==> src/rtl/vga_pkg.sv <==
// Shared types and default geometry for the VGA framebuffer path.
package vga_pkg;

    localparam int unsigned H_ACTIVE_DEF = 640;
    localparam int unsigned V_ACTIVE_DEF = 480;

    typedef struct packed {
        logic [7:0] r;
        logic [7:0] g;
        logic [7:0] b;
    } pixel_t;

    typedef enum logic [1:0] {
        IDLE  = 2'd0,
        FETCH = 2'd1,
        DONE  = 2'd2
    } fetch_state_e;

endpackage

==> src/rtl/vga_pixel_fifo.sv <==
// Synchronous show-ahead pixel FIFO with flush and occupancy count.
module vga_pixel_fifo #(
    parameter int unsigned DEPTH = 16,
    parameter int unsigned WIDTH = 24
) (
    input  logic                         clk,
    input  logic                         reset,
    input  logic                         flush_i,
    input  logic                         push_i,
    input  logic [WIDTH-1:0]             push_data_i,
    input  logic                         pop_i,
    output logic [WIDTH-1:0]             head_o,
    output logic                         valid_o,
    output logic [$clog2(DEPTH+1)-1:0]   count_o
);

    localparam int unsigned AW    = $clog2(DEPTH);
    localparam int unsigned CNT_W = $clog2(DEPTH + 1);

    logic [WIDTH-1:0] mem_q [DEPTH];
    logic [AW-1:0]    wr_ptr_q;
    logic [AW-1:0]    rd_ptr_q;
    logic [CNT_W-1:0] count_q;
    logic             pop_ok;

    // A pop on an empty FIFO is ignored.
    assign pop_ok  = pop_i && (count_q != '0);
    assign valid_o = (count_q != '0);
    assign count_o = count_q;
    // Head reads as zero when empty so flushed or stale entries never show.
    assign head_o  = valid_o ? mem_q[rd_ptr_q] : '0;

    // Pointer and occupancy tracking; flush empties the FIFO in one cycle.
    always_ff @(posedge clk) begin
        if (reset || flush_i) begin
            wr_ptr_q <= '0;
            rd_ptr_q <= '0;
            count_q  <= '0;
        end else begin
            if (push_i) begin
                wr_ptr_q <= wr_ptr_q + AW'(1);
            end
            if (pop_ok) begin
                rd_ptr_q <= rd_ptr_q + AW'(1);
            end
            count_q <= count_q + CNT_W'(push_i) - CNT_W'(pop_ok);
        end
    end

    // Pixel storage; contents only become visible through a valid head.
    always_ff @(posedge clk) begin
        if (push_i) begin
            mem_q[wr_ptr_q] <= push_data_i;
        end
    end

endmodule

==> src/rtl/vga_fb_arbiter.sv <==
// Framebuffer port arbiter: deadline-bound scanout prefetch vs best-effort writer.
module vga_fb_arbiter
    import vga_pkg::*;
#(
    parameter int unsigned H_ACTIVE   = H_ACTIVE_DEF,
    parameter int unsigned V_ACTIVE   = V_ACTIVE_DEF,
    parameter int unsigned ADDR_W     = 19,
    parameter int unsigned DATA_W     = 24,
    parameter int unsigned FIFO_DEPTH = 16,
    parameter int unsigned LOW_WATER  = 8,
    parameter int unsigned READ_LAT   = 2
) (
    input  logic              clk,
    input  logic              reset,
    input  logic              frame_start,
    input  logic              pix_rd,
    output logic [DATA_W-1:0] pix_data,
    output logic              pix_valid,
    output logic              underrun,
    input  logic              wr_valid,
    output logic              wr_ready,
    input  logic [ADDR_W-1:0] wr_addr,
    input  logic [DATA_W-1:0] wr_data,
    output logic              mem_en,
    output logic              mem_we,
    output logic [ADDR_W-1:0] mem_addr,
    output logic [DATA_W-1:0] mem_wdata,
    input  logic [DATA_W-1:0] mem_rdata
);

    localparam int unsigned CNT_W = $clog2(FIFO_DEPTH + 1);
    localparam int unsigned INF_W = $clog2(READ_LAT + 1);
    localparam int unsigned CR_W  = $clog2(FIFO_DEPTH + READ_LAT + 1);
    localparam logic [ADDR_W-1:0] LAST_ADDR = ADDR_W'(H_ACTIVE * V_ACTIVE - 1);

    fetch_state_e        state_q;
    logic [ADDR_W-1:0]   fetch_addr_q;
    logic [READ_LAT-1:0] vld_q;
    logic [READ_LAT-1:0] vld_d;
    logic                underrun_q;

    logic [CNT_W-1:0]    fifo_count;
    logic [INF_W-1:0]    inflight;
    logic [CR_W-1:0]     credit;
    logic                eligible;
    logic                disp_rd;
    logic                wr_gnt;
    logic                restart;
    logic                fifo_push;

    // A new frame_start during fetch restarts the frame from address 0.
    assign restart   = frame_start && (state_q == FETCH);
    assign fifo_push = vld_q[READ_LAT-1] && !restart;
    assign underrun  = underrun_q;

    // Outstanding reads plus buffered pixels bound how far ahead we may fetch.
    always_comb begin
        inflight = '0;
        for (int i = 0; i < READ_LAT; i++) begin
            inflight = inflight + INF_W'(vld_q[i]);
        end
        credit = CR_W'(fifo_count) + CR_W'(inflight);
    end

    // Per-cycle grant: urgent display, then writer, then opportunistic display.
    always_comb begin
        eligible  = (state_q == FETCH) && (credit < CR_W'(FIFO_DEPTH));
        disp_rd   = !reset && eligible && ((credit < CR_W'(LOW_WATER)) || !wr_valid);
        wr_gnt    = !reset && wr_valid && !disp_rd;
        wr_ready  = wr_gnt;
        mem_en    = disp_rd || wr_gnt;
        mem_we    = wr_gnt;
        mem_addr  = '0;
        mem_wdata = '0;
        if (disp_rd) begin
            mem_addr = fetch_addr_q;
        end else if (wr_gnt) begin
            mem_addr  = wr_addr;
            mem_wdata = wr_data;
        end
    end

    // Read-latency tag pipeline: new display reads enter at bit 0.
    always_comb begin
        vld_d    = '0;
        vld_d[0] = disp_rd;
        for (int i = 1; i < READ_LAT; i++) begin
            vld_d[i] = vld_q[i-1];
        end
    end

    // Fetch sequencer, read tags and sticky underrun flag.
    always_ff @(posedge clk) begin
        if (reset) begin
            state_q      <= IDLE;
            fetch_addr_q <= '0;
            vld_q        <= '0;
            underrun_q   <= 1'b0;
        end else begin
            vld_q <= restart ? '0 : vld_d;
            if (pix_rd && !pix_valid) begin
                underrun_q <= 1'b1;
            end
            case (state_q)
                IDLE, DONE: begin
                    if (frame_start) begin
                        state_q      <= FETCH;
                        fetch_addr_q <= '0;
                    end
                end
                FETCH: begin
                    if (restart) begin
                        fetch_addr_q <= '0;
                    end else if (disp_rd) begin
                        fetch_addr_q <= fetch_addr_q + ADDR_W'(1);
                        if (fetch_addr_q == LAST_ADDR) begin
                            state_q <= DONE;
                        end
                    end
                end
                default: state_q <= IDLE;
            endcase
        end
    end

    vga_pixel_fifo #(
        .DEPTH (FIFO_DEPTH),
        .WIDTH (DATA_W)
    ) u_fifo (
        .clk         (clk),
        .reset       (reset),
        .flush_i     (restart),
        .push_i      (fifo_push),
        .push_data_i (mem_rdata),
        .pop_i       (pix_rd),
        .head_o      (pix_data),
        .valid_o     (pix_valid),
        .count_o     (fifo_count)
    );

endmodule

==> config.mk <==
export PLATFORM = sky130hd
export DESIGN_NAME = vga_fb_arbiter
export DESIGN_NICKNAME = d
export VERILOG_FILES = /design/src/rtl/vga_pkg.sv /design/src/rtl/vga_pixel_fifo.sv /design/src/rtl/vga_fb_arbiter.sv
export SDC_FILE = /design/constraint.sdc
export NUM_CORES = 1
export LEC_CHECK = 0
export CAP_MARGIN = 30
export CORE_MARGIN = 4
export CORE_UTILIZATION = 58
export DETAILED_ROUTE_END_ITERATION = 8
export GPL_TIMING_DRIVEN = 0
export HOLD_SLACK_MARGIN = 0.12
export PLACE_DENSITY_LB_ADDON = 0.1
export SKIP_CTS_REPAIR_TIMING = 1
export SLEW_MARGIN = 20
export SYNTH_ARGS = -nofsm -noshare
export SYNTH_HDL_FRONTEND = slang
export SYNTH_SLANG_ARGS = --single-unit
==> constraint.sdc <==
create_clock -name clk -period 3.8 [get_ports clk]
set_input_delay 0.76 -clock clk [delete_from_list [all_inputs] [get_ports clk]]
set_output_delay 0.76 -clock clk [all_outputs]
set_load 0.05 [all_outputs]
==> summary by stage, run 1 <==
Floorplanning
The core region is 28900 um2. The number of placed I/O pins is 144. The initial utilization of the core area, before any placement, comes to 0.592. The die height is 180 um. The placement row count is 62.

The overall die area is 32300 um2. The x dimension of the die is 180 um.

Power
Of the total power, registers draw 0.440. The clock share of power is 0.327. The overall power consumption is 11.8 mW. The fraction of power consumed by combinational cells is 0.233.

The internal portion of the total power is 8.47 mW. For this design the total switching power over the nets is between 3 and 4 mW. The switching share of power is 0.281.

The worst-case IR drop observed on VDD is roughly 0.29 mV. In this run the power density over the cells is 570 nW/um2. Summed over all cells, the static leakage comes to 6.92 nW.

GRT
The first-pass GRT wire length is ~60 mm. The number of antenna violations at the first check in global routing is 1. The via count of the first global-routing pass came to 9758.

The total routing resource utilization after global routing is 0.245. The maximum number of pins on one net before global-route repair is 21. The remaining global-route overflow is 0.

STA
Clock skew on the completed layout was measured at 0.0174 ns. The hold violation total from the final report was 0. The worst slew margin relative to its limit is 0.410. Setup repair after global routing could not meet its margin everywhere. The pin slew with the least headroom to its limit is 0.884 ns. The count of final setup violators is 0. The upper clock frequency limit is 0.269 GHz. The time the final worst path needs with I/O delays and setup is 3.72 ns. The final max-slew violation count came to 0. In the final timing run, aggregate negative setup slack is 0 ns. The final period utilization is 0.979.

CTS
The clock transition time at the flip-flop clock pins of the worst setup and hold paths is 0.07 ns. The maximum level of the CTS H-tree is 2. Counting the buffers created by CTS gives 41.

The clock net in this run drives a total of 425 sinks. TritonCTS built the clock tree. The clock latency reported for the late side of the worst-skew pair is 0.53 ns. The buffer type at the clock tree root is sky130_fd_sc_hd__clkbuf_16. The deepest clock path buffer count is 3.

Synth
Synthesis produced between 800 and 900 cells. Of all cell types, the one taking the most synthesized area is sky130_fd_sc_hd__edfxtp_1. The share of synthesized area in the top cell type comes to 0.675. After synthesis the netlist holds a flip-flop and latch count of ~430. Yosys printed 0 warnings.

After synthesis the cells add up to 17100 um2. In the synthesized netlist the async set-or-reset flop fraction comes to 0. When the netlist entered floorplanning its net count stood at between 900 and 1k. The count of flip-flops with a built-in enable after synthesis is 384. By area the synthesized netlist is led by sky130_fd_sc_hd__edfxtp_1, sky130_fd_sc_hd__mux4_2, sky130_fd_sc_hd__dfxtp_1, sky130_fd_sc_hd__and2_1, sky130_fd_sc_hd__ha_1. The share of the yosys chip area belonging to registers is 0.723.

The average cell area after synthesis is 19.3 um2. The number of distinct library cells after synthesis is 46. The dominant synthesized flop cell is sky130_fd_sc_hd__edfxtp_1.

Placed design
The number of placed instances, taps included, is approximately 1.4k. The placed wire-length estimate after detailed placement is 25.9 mm. Port buffering added 142 buffers. The congestion estimate from routability-driven global placement came to 0.820.

Routing
The first detailed-routing pass took 5 iterations. The total via count in the routed design is 9293. After the first detailed-routing iteration, the DRC count stood at 826.

After detailed routing, the number of remaining DRC violations is 0. After detailed routing, the number of vias per cell comes to 6.14. Once detail routing completed, the nets flagged for antenna violations numbered 0.

Wires add up to approximately 40 mm. Dividing the detail-routed wire length by the instance count gives about 26 um.

Cells and area
The post-layout net count is between 1k and 1.5k. The number of filler cells placed in the layout is 1776. The register cell area after layout is approximately 12000 um2. The number of standard cells in the layout, taps in and fillers out is 1513. In the layout the commonest cells are sky130_fd_sc_hd__edfxtp_1, sky130_fd_sc_hd__mux4_2, sky130_fd_sc_hd__clkdlybuf4s50_1, sky130_fd_sc_hd__clkbuf_2, sky130_fd_sc_hd__and2_1. The library cell used most frequently in the layout, excluding fill and tap cells, is sky130_fd_sc_hd__edfxtp_1. The final core utilization is 0.717. In the final layout, the multi-input gates occupy ~4600 um2. In the final layout, the share of cells above drive strength 1 is 0.283. The number of antenna diodes in the final layout is 0. The layout overhead on the synthesized area is 21.1%.

Worst setup path
The endpoint arrival time on the critical path is 2.96 ns. Of all nets on the critical path, the largest fanout is 6. The type of the worst setup path is flop to output port. The startpoint identified for the worst register-to-register timing path is u_fifo.count_o[3]. The required time of the worst setup path is 3.04 ns. STA classifies the critical path startpoint as a flop.

The worst setup path is captured at an output port.

Outcome
The flow ran to the end, and the final reports show no timing, DRC or antenna violations.

Run
The number of max-capacitance violations reported is 0.

Worst hold path
The path class of the lowest-slack min-delay path is flop to flop. The worst min-delay path startpoint is vld_q[0].
==> cell type report <==
| class | count | area share |
|---|---|---|
| plain buffers | 48 | 0.0137 |
| clock buffers | 52 | 0.0536 |
| clock inverters | 19 | 0.00750 |
| inverters | 17 | 0.00308 |
| multi-input cells | 393 | 0.221 |
| flip-flops and latches | 425 | 0.597 |
| well taps | 384 | 0.0232 |
| repair buffers | 175 | 0.0809 |
==> critical path: stages (launching register included) <==
cell	delay (ns)
sky130_fd_sc_hd__dfxtp_1	0.45
sky130_fd_sc_hd__clkbuf_2	0.25
sky130_fd_sc_hd__buf_6	0.18
sky130_fd_sc_hd__buf_6	0.14
sky130_fd_sc_hd__mux4_2	0.49
sky130_fd_sc_hd__mux4_2	0.44
sky130_fd_sc_hd__and2_1	0.17
sky130_fd_sc_hd__dlymetal6s2s_1	0.30
==> cell usage after synthesis (all sizes together) (11+ instances only) <==
| cell | instances |
|---|---|
| a21oi | 12 |
| a22o | 19 |
| and2 | 52 |
| buf | 12 |
| clkbuf | 39 |
| dfxtp | 41 |
| edfxtp | 384 |
| ha | 15 |
| inv | 17 |
| mux4 | 120 |
| nand2 | 30 |
| nand2b | 11 |
| nand3 | 14 |
| nor2 | 35 |
==> per-layer routing <==
metal	GRT usage	vias up	wire length (um)	part of all wire
met5	0	-	13	0.00033
met4	0.0643	2	952	0.024
met3	0.0489	61	2830	0.072
met2	0.423	399	20300	0.52
met1	0.325	4817	15000	0.38
li1	-	4014	-	-
==> registers in the layout, indices dropped and copies added, names as in the netlist, named ones only <==
signal           cells
u_fifo.wr_ptr_q      4
fetch_addr_q        19
underrun             1
state_q              2
u_fifo.mem_q       384
u_fifo.rd_ptr_q      4
u_fifo.count_o       5
vld_q                2
==> through the flow <==
step	setup WS (ns)	hold WS, ns	cell area (um2)
finish	0.0790	0.481	20700
detailed placement	-0.630	0.461	19600
CTS	-1.17	0.483	20900
global route	-0.0131	0.505	20700
floorplan	0.249	0.437	17100
global placement	-1.89	0.456	19000
==> worst paths after layout <==
kind | slack, ns | depth (start not counted) | to
hold / removal | 0.48 | 1 | vld_q[1]
hold reg to reg | 0.48 | 1 | vld_q[1]
setup reg to reg | 0.79 | 15 | u_fifo.count_o[4]
setup / recovery | 0.08 | 7 | pix_data[13]
==> power groups by stage <==
stage          logic (mW)  clock network, mW  registers (mW)
6_report             2.75               3.85            5.19
5_1_grt              2.92               4.10            5.20
4_1_cts              2.85               3.91            5.18
3_5_place_dp         2.83                  0            5.28
3_3_place_gp         2.73                  0            5.27
2_1_floorplan        1.88                  0            5.28
==> kinds of logic (layout without fill, tap and decap cells) <==
logic type               count (synthesis)  in the layout  share of synthesized area
multiplexers                           124            124                      0.161
AO/OA/AOI/OAI                           61             61                     0.0263
XOR/XNOR                                 9              9                    0.00461
AND/OR/NAND/NOR                        183            183                     0.0572
buffers and inverters                   68            311                     0.0163
flip-flops                             425            425                      0.723
adder cells (fa/ha/maj)                 16             16                     0.0122
Power figures use the tool's default switching activity.
==> run 2, diff against run 1 <==
--- a/config.mk
+++ b/config.mk
@@ -5,13 +5,13 @@
 export SDC_FILE = /design/constraint.sdc
 export NUM_CORES = 1
 export LEC_CHECK = 0
-export CAP_MARGIN = 30
 export CORE_MARGIN = 4
 export CORE_UTILIZATION = 58
 export DETAILED_ROUTE_END_ITERATION = 8
 export GPL_TIMING_DRIVEN = 0
 export HOLD_SLACK_MARGIN = 0.12
 export PLACE_DENSITY_LB_ADDON = 0.1
+export RECOVER_POWER = 25
 export SKIP_CTS_REPAIR_TIMING = 1
 export SLEW_MARGIN = 20
 export SYNTH_ARGS = -nofsm -noshare
==> summary by stage, run 2 (synthesis results as in run 1) <==
Outcome
The flow ran to the end, and the final reports show no timing, DRC or antenna violations.

Cells and area
The number of filler cells placed in the layout is about 1.8k. In the final design database the tool counted 1184 nets. Of the cells placed in the final design, the portion with a size suffix greater than 1 is 0.274. With fillers left out, the area of the finished cells amounts to around 21000 um2. The register with the most flip-flops in the layout has between 300 and 400 of them.

The diode insertion count for antenna repair is 0. The library cells used most frequently in the layout, excluding fill and tap cells, are sky130_fd_sc_hd__edfxtp_1, sky130_fd_sc_hd__mux4_2, sky130_fd_sc_hd__clkbuf_2, sky130_fd_sc_hd__clkdlybuf4s50_1, sky130_fd_sc_hd__and2_1. More flip-flops sit in one register than any other, and that register is u_fifo.mem_q. The final core utilization is 0.719. Relative to the synthesized area, the layout overhead comes to 21.5%. The commonest non-fill, non-tap cell in the layout is sky130_fd_sc_hd__edfxtp_1.

Floorplanning
The x dimension of the die is 180 um. In this run the count of I/O pins placed on the die edge is 144. In this run the standard cell core region covers 28900 um2.

The overall die area is 32300 um2. The initial utilization of the core area, before any placement, comes to 0.592. In this run the vertical extent of the chip is 180 um.

The floorplan has 62 rows.

Worst setup path
The startpoint class of the critical path is a flop. The worst register-to-register path begins at u_fifo.count_o[2]. The flop-to-flop setup slack is 0.82 ns. The worst register-to-register path ends at u_fifo.count_o[4].

The element type at the critical path end is an output port. For the worst flop-to-flop path, the logic depth is 15. Following the worst setup path forward leads to its endpoint at pix_data[3]. Along the worst path, the maximum fanout reaches 10. The type of the worst setup path is flop to output port. The required time of the worst setup path is 3.04 ns. Data on the critical path arrives at its endpoint at 2.96 ns.

GRT
The total routing resource utilization after global routing is 0.244. The first global-routing pass estimated 59.2 mm of wire. Global routing finished with a remaining overflow of 0. The number of antenna violations at the first check in global routing is 0. Entering global routing, the biggest net connects 21 pins. The via count of the first global-routing pass is 9616.

STA
Dividing the final minimum period by the clock period gives 0.978. For this run, the top clock speed supported by timing is 0.269 GHz. The hold violation total from the final report is 0. The setup slack of the critical path after layout is roughly 0.085 ns. The time the final worst path needs with I/O delays and setup is between 3 and 4 ns. The final max-slew violation count came to 0. The pin slew with the least headroom to its limit is 0.852 ns. Hold timing on the final database bottoms out at a slack of 0.473 ns. Setup violations remaining at the end of the flow were counted as 0.

The worst slew margin relative to its limit is 0.432. The setup clock skew after layout is 0.0120 ns. Setup repair after global routing left no endpoint under its margin.

Placed design
At the end of routability-driven placement, the weighted congestion stood at 0.820. Summing all placed instances gives a cell area of 19500 um2. After legalization and detailed placement, the total HPWL measured 25.3 mm. The post-placement worst setup slack is -0.635 ns. The quantity of I/O buffers inserted on ports is 142.

Routing
The post-detailed-routing wire length is 39.4 mm. The final routed wire length divided by cell count is ~26 um. The number of iterations in the first detailed-routing pass is 5. The count of nets left with antenna violations once routing finished came out at 0. The total via count in the routed design is 9223. After detailed routing, the number of vias per cell comes to 6.10.

In the routed design, unresolved DRC markers number 0. After the first detailed-routing iteration, the DRC count stood at 868.

CTS
The number of CTS-inserted buffers is 42. The H-tree was split into 2 levels. The clock transition time at the flip-flop clock pins of the worst setup and hold paths is 0.07 ns. The deepest clock path buffer count is 3. The buffer type at the clock tree root is sky130_fd_sc_hd__clkbuf_16.

At the later pin of the worst-skew pair, clock insertion delay measures between 0.5 and 0.6 ns. For this design, the sink count on the clock tree is about 430. TritonCTS built the clock tree.

Power
The leakage power is 7.02 nW. The maximum vdd ir drop is 0.324 mV. The power per cell area is 575 nW/um2.

Worst hold path
The path class of the lowest-slack min-delay path is flop to flop. Along the worst hold path, the cell count comes to 1.

Run
The number of max-capacitance violations reported is 0.
## run 2: changes by cell type in the layout (fill, tap and decap cells not counted), moves of 3 or more
cell / before / now
sky130_fd_sc_hd__buf_2: 6 / 3
sky130_fd_sc_hd__buf_6: 12 / 9
sky130_fd_sc_hd__buf_8: 5 / 1
sky130_fd_sc_hd__clkbuf_2: 70 / 63
sky130_fd_sc_hd__clkbuf_4: 2 / 5
sky130_fd_sc_hd__clkdlybuf4s50_1: 71 / 57
sky130_fd_sc_hd__clkinv_1: 6 / 9
sky130_fd_sc_hd__dlygate4sd3_1: 0 / 14
sky130_fd_sc_hd__dlymetal6s2s_1: 14 / 22
## run 2: worst min path at each step
| stage | start | endpoint | slack [ns] |
|---|---|---|---|
| 4_1_cts | vld_q[0] | vld_q[1] | 0.48 |
| 5_1_grt | vld_q[0] | vld_q[1] | 0.49 |
| 3_5_place_dp | vld_q[0] | vld_q[1] | 0.46 |
| 3_3_place_gp | state_q[0] | state_q[1] | 0.46 |
| 2_1_floorplan | vld_q[0] | vld_q[1] | 0.44 |
| 6_report | vld_q[0] | vld_q[1] | 0.47 |
## run 2: metrics by stage
stage	power, mW	cells	setup TNS (ns)
floorplan	7.15	886	0
global placement	8.01	1412	-354.43
detailed placement	8.03	1437	-32.30
global route	12.4	1512	0
CTS	12.0	1513	-51.38
finish	11.9	1512	0
## run 2: worst max-delay path: stages (launching register included)
cell and delay [ns]:
sky130_fd_sc_hd__dfxtp_1 0.31, sky130_fd_sc_hd__clkbuf_1 0.23, sky130_fd_sc_hd__buf_4 0.26, sky130_fd_sc_hd__clkbuf_4 0.30, sky130_fd_sc_hd__mux4_2 0.34, sky130_fd_sc_hd__mux4_2 0.46, sky130_fd_sc_hd__and2_1 0.20, sky130_fd_sc_hd__dlymetal6s2s_1 0.31
## run 2: final cells by class
class                      instances  area [um2]  share of cell area
sequential                       425       12400               0.595
tap                              384         480              0.0231
timing repair buffer             168        1650              0.0794
clock buffer                      55        1170              0.0565
clock inverter                    21         170             0.00820
inverter                          17        63.8             0.00307
multi-input combinational        393        4580               0.221
buffer                            49         288              0.0139
## run 2: layer usage
metal / vias up / share of wire / track usage
li1: 4013 / - / -
met1: 4793 / 0.40 / 0.330
met2: 358 / 0.52 / 0.423
met3: 59 / 0.059 / 0.0402
met4: 0 / 0.023 / 0.0594
met5: - / 0 / 0
## run 2: power by group
group          switching (mW)  internal (mW)
sequential             0.0530           5.13
combinational            1.59           1.13
clock                    1.71           2.32
total                    3.35           8.59
